--- src/rtl/output_port_tx.sv ---
// Transmit side of a NoC router output port: round-robin selection of
// matching input-FIFO heads, one-cycle registered link, credit flow control.
module output_port_tx #(
    parameter int NUM_IN  = 5,
    parameter int FLIT_W  = 23,
    parameter int PORT_ID = 0,
    parameter int CREDITS = 5
) (
    input  logic                         clk,
    input  logic                         rst,
    input  logic [NUM_IN*FLIT_W-1:0]     head_flat,
    input  logic [NUM_IN-1:0]            head_valid,
    output logic [NUM_IN-1:0]            pop,
    output logic [FLIT_W-1:0]            tx_flit,
    output logic                         tx_valid,
    input  logic                         credit_return,
    output logic [$clog2(CREDITS+1)-1:0] credit_cnt,
    output logic                         credit_err
);

    localparam int PTR_W = (NUM_IN > 1) ? $clog2(NUM_IN) : 1;
    localparam int CNT_W = $clog2(CREDITS + 1);
    localparam logic [2:0]       PID     = 3'(PORT_ID);
    localparam logic [CNT_W-1:0] MAX_CNT = CNT_W'(CREDITS);
    localparam logic [PTR_W-1:0] PTR_RST = PTR_W'(NUM_IN - 1);

    logic [FLIT_W-1:0] head [NUM_IN];
    logic [NUM_IN-1:0] req;
    logic [PTR_W-1:0]  ptr;
    logic [PTR_W-1:0]  win;
    logic              found;
    logic              grant;
    int                idx;

    for (genvar g = 0; g < NUM_IN; g++) begin : g_req
        assign head[g] = head_flat[g*FLIT_W +: FLIT_W];
        assign req[g]  = head_valid[g] && (head[g][2:0] == PID);
    end

    // Search starts just past the last winner and wraps around.
    always_comb begin
        win   = ptr;
        found = 1'b0;
        idx   = 0;
        for (int k = 1; k <= NUM_IN; k++) begin
            idx = (int'(ptr) + k) % NUM_IN;
            if (!found && req[idx]) begin
                found = 1'b1;
                win   = PTR_W'(idx);
            end
        end
    end

    assign grant = rst && found && (credit_cnt != '0);
    assign pop   = grant ? (NUM_IN'(1) << win) : '0;

    always_ff @(posedge clk or negedge rst) begin
        if (!rst) begin
            tx_flit  <= '0;
            tx_valid <= 1'b0;
            ptr      <= PTR_RST;
        end else if (grant) begin
            tx_flit  <= head[win];
            tx_valid <= 1'b1;
            ptr      <= win;
        end else begin
            tx_flit  <= '0;
            tx_valid <= 1'b0;
        end
    end

    // A return with the count already full is a protocol error; hold the count.
    always_ff @(posedge clk or negedge rst) begin
        if (!rst) begin
            credit_cnt <= MAX_CNT;
            credit_err <= 1'b0;
        end else begin
            case ({grant, credit_return})
                2'b10: credit_cnt <= credit_cnt - 1'b1;
                2'b01: begin
                    if (credit_cnt == MAX_CNT)
                        credit_err <= 1'b1;
                    else
                        credit_cnt <= credit_cnt + 1'b1;
                end
                default: credit_cnt <= credit_cnt;
            endcase
        end
    end

endmodule

--- config.mk ---
export PLATFORM = sky130hd
export DESIGN_NAME = output_port_tx
export DESIGN_NICKNAME = d
export VERILOG_FILES = /design/src/rtl/output_port_tx.sv
export SDC_FILE = /design/constraint.sdc
export NUM_CORES = 1
export LEC_CHECK = 0
export CAP_MARGIN = 5
export CORE_MARGIN = 8
export CORE_UTILIZATION = 49
export DETAILED_ROUTE_END_ITERATION = 12
export GPL_ROUTABILITY_DRIVEN = 0
export PLACE_DENSITY = 0.91
export RECOVER_POWER = 100
export SKIP_LAST_GASP = 1
export SLEW_MARGIN = 20
export SYNTH_ARGS = -nofsm -noshare
export SYNTH_HDL_FRONTEND = slang
export SYNTH_SLANG_ARGS = --single-unit
--- constraint.sdc ---
create_clock -name clk -period 14.7 [get_ports clk]
set_input_delay 4.41 -clock clk [delete_from_list [all_inputs] [get_ports clk]]
set_output_delay 4.41 -clock clk [all_outputs]
set_load 0.01 [all_outputs]
==> results.json <==
{
  "worst_clock_skew_ns": 0.008060,
  "rr_startpoint": "ptr[2]",
  "setup_viol_count_final": 0,
  "drive_gt1_share_pct": 12.12,
  "initial_core_util_pct": 50.05,
  "worst_setup_path_end_kind": "output pin",
  "fmaxAchievable_mhz": 72.89,
  "cp-startpoint": "head_valid[2]",
  "hpwl_um": 11820,
  "cts_max_path_buffers": 2,
  "die_h_um": 107.4,
  "avgSynthCellArea_um2": 9.299,
  "io_buffer_count": 155,
  "fp.dieW_um": 107.4,
  "power_mw": 1.195,
  "fillCellCount": 601,
  "reg2reg_slack_ns": 6.45,
  "h-tree-depth": 2,
  "max_slew_margin_pct": -42.73,
  "power.leakage_nw": 2.350,
  "ir_worst_vdd_mv": 0.3068,
  "drt-total-wl_um": 14640,
  "failed_checks": "capacitance limit, slew limit",
  "cts_tree": "built",
  "clk_pin_slew_worst_paths_ns": 0.06,
  "fp.coreArea_mm2": 0.008175,
  "ys_ff_latch": 31,
  "period_share_pct": 93.33,
  "tightestPinTransition_ns": 2.141,
  "yosys.area_share.simple_pct": 20.70,
  "via_per_inst": 6.252,
  "synth.top_cells.by_area": "dfrtp_1 17%, ha_1 8.0%, mux2i_1 6.9%",
  "antenna_left": 0,
  "worstHoldPathType": "flip-flop to flip-flop",
  "firstDrtPassIters": 5,
  "grt_pass1_vias": 4449,
  "clock_power_share_pct": 5.4,
  "dp.cells": 683,
  "grtUsageTotal_pct": 24.81,
  "grt_max_degree": 40,
  "yosys.cell_count.top_type": "nor2_1",
  "crit_required_ns": 10.29,
  "yosysTopAreaCellShare_pct": 17.13,
  "grt_pass1_wl_um": 23090,
  "synthMuxAreaShare_pct": 15.99,
  "rsz0062_at_grt": "false",
  "whs_path_depth": 1,
  "cp.arrival_ns": 9.31,
  "drt_iter0_markers": 364,
  "post_cts_resize_count": 0,
  "clock_latency_ns": 0.28,
  "area_growth_pct": 38.87,
  "num_vias": 4320,
  "antenna_found_initial": 0,
  "grt_overflow": 0,
  "hold_viol": 0,
  "netSwitchingPower_mw": 0.5846,
  "postCtsSetupRepairBufs": 0,
  "antenna_cells": 0,
  "maxSlewViolCount": 83,
  "dieArea_mm2": 0.01153,
  "synth_common_cells": "37 x nor2_1, 28 x dfrtp_1, 28 x mux2i_1",
  "drc": 0,
  "synth_flop_cell": "dfrtp_1",
  "status": "complete, but fails checks",
  "stdcell_count": 691,
  "power.density_mw_per_mm2": 210.4,
  "row_count": 33,
  "whs_ns": 0.4696,
  "netSwitchingFraction_pct": 48.92,
  "synth-compound-area-share_pct": 26.15,
  "synthAdderAreaFrac_pct": 8.930,
  "period_needed_ns": 13.72,
  "worstPathMaxFanout": 23,
  "maxCapViolCount": 3,
  "synth.cell_area_mm2": 0.004091,
  "wl_per_cell_um": 21.18,
  "clock_sinks": 31,
  "yosys_warnings": 0,
  "p_int_mw": 0.6105,
  "min_to": "credit_err",
  "nets": 736,
  "hold_buffers": 0,
  "synth_top_cell_by_area": "dfrtp_1",
  "cts_made_buffers": 5,
  "ys_async_sr_fraction_pct": 100.0,
  "power_frac_seq_pct": 10.8,
  "ys_seq_area_share_pct": 19.05,
  "synth_edf_count": 0,
  "synthXorXnorAreaFrac_pct": 2.813,
  "start_kind": "primary input",
  "path_class": "primary input to output pin",
  "r2r_cells": 14,
  "r2r-end": "tx_flit[7]",
  "synth_top_family_by_area": "compound AO/OA/AOI/OAI gates",
  "cts.root.buffer_cell": "clkbuf_8",
  "ios": 156,
  "synth_cell_type_count": 96,
  "combPwrFrac_pct": 83.8,
  "syn-instance-count": 440,
  "hp-start": "credit_err",
  "fin_tns_setup_ns": 0
}
==> cell type report <==
type                            instances  area (um2)  share of cell area [%]
Inverter                               22       82.58                   1.453
Timing Repair Buffer                  162        1593                   28.03
Clock buffer                            8       80.08                   1.409
Multi-Input combinational cell        363        3015                   53.07
Sequential cell                        31       779.5                   13.72
Tap cell                              105       131.4                   2.312
==> flip-flops by register name, indices dropped and copies added, names as in the netlist <==
register / count
credit_cnt: 3
credit_err: 1
ptr: 3
tx_flit: 23
tx_valid: 1
==> cell families after synthesis <==
family	Yosys count
buffers and inverters	48
multiplexers	56
AND/OR/NAND/NOR	143
other	1
AO/OA/AOI/OAI	125
flip-flops	31
adder cells (fa/ha/maj)	28
XOR/XNOR	8
==> worst max-delay path: stages <==
cell             delay (ns)
clkdlybuf4s50_1        0.41
nor4b_2                0.22
mux4_2                 0.49
and2_1                 0.17
mux2_2                 0.27
a21oi_1                0.30
o2bb2ai_1              0.27
o31ai_1                0.82
inv_1                  0.34
o21ai_0                0.16
clkbuf_1               0.77
nor2_1                 0.11
clkdlybuf4s50_1        0.56
==> layout by cell type (no fill, tap or decap), types with 4 or more instances in the layout <==
cell type,count
a211o_1,4
a211oi_1,7
a21o_1,5
a21oi_1,19
a221o_1,19
a311oi_1,5
and2_1,5
buf_4,4
clkbuf_1,6
clkbuf_8,5
clkdlybuf4s50_1,124
dfrtp_1,28
dlygate4sd3_1,31
ha_1,26
inv_1,18
inv_2,4
mux2_2,19
mux2i_1,28
mux4_2,4
nand2_1,25
nand2b_1,5
nand3_1,9
nand4_1,6
nand4b_1,4
nor2_1,37
nor3_1,9
nor3b_1,4
o211ai_1,6
o21ai_0,12
o31a_1,4
xnor2_1,5
==> metal layers <==
layer | GRT usage (%) | wire length (um) | up-vias | part of all wire [%]
met1 | 28.04 | 5311 | 2024 | 36
met4 | 8.622 | 521 | 0 | 3.6
li1 | - | - | 1987 | -
met3 | 5.689 | 1120 | 53 | 7.7
met5 | 0 | 0 | - | 0
met2 | 44.57 | 7683 | 256 | 52
==> power groups by stage <==
stage	clock, mW	combinational [mW]	sequential, mW
after floorplan	0	0.797	0.135
after global placement	0	0.966	0.130
after detailed placement	0	1.01	0.131
after CTS	0.0647	1.01	0.130
after global routing	0.0692	1.08	0.132
final	0.0646	1.00	0.129
==> through the flow <==
| stage | cell area, um2 | utilization, % | worst slack, ns |
|---|---|---|---|
| after floorplan | 4099 | - | 3.146 |
| after global placement | 5672 | 69.38 | 1.761 |
| after detailed placement | 5672 | 69.38 | 1.570 |
| after CTS | 5752 | 70.36 | 1.564 |
| after global routing | 5682 | 69.50 | 0.6571 |
| final | 5682 | 69.50 | 0.9811 |
==> worst max path at each step <==
stage,slack [ns],endpoint
floorplan,3.15,pop[2]
global placement,1.76,pop[2]
detailed placement,1.57,pop[2]
CTS,1.56,pop[2]
global route,0.66,pop[1]
finish,0.98,pop[1]
Power figures use the tool's default switching activity.
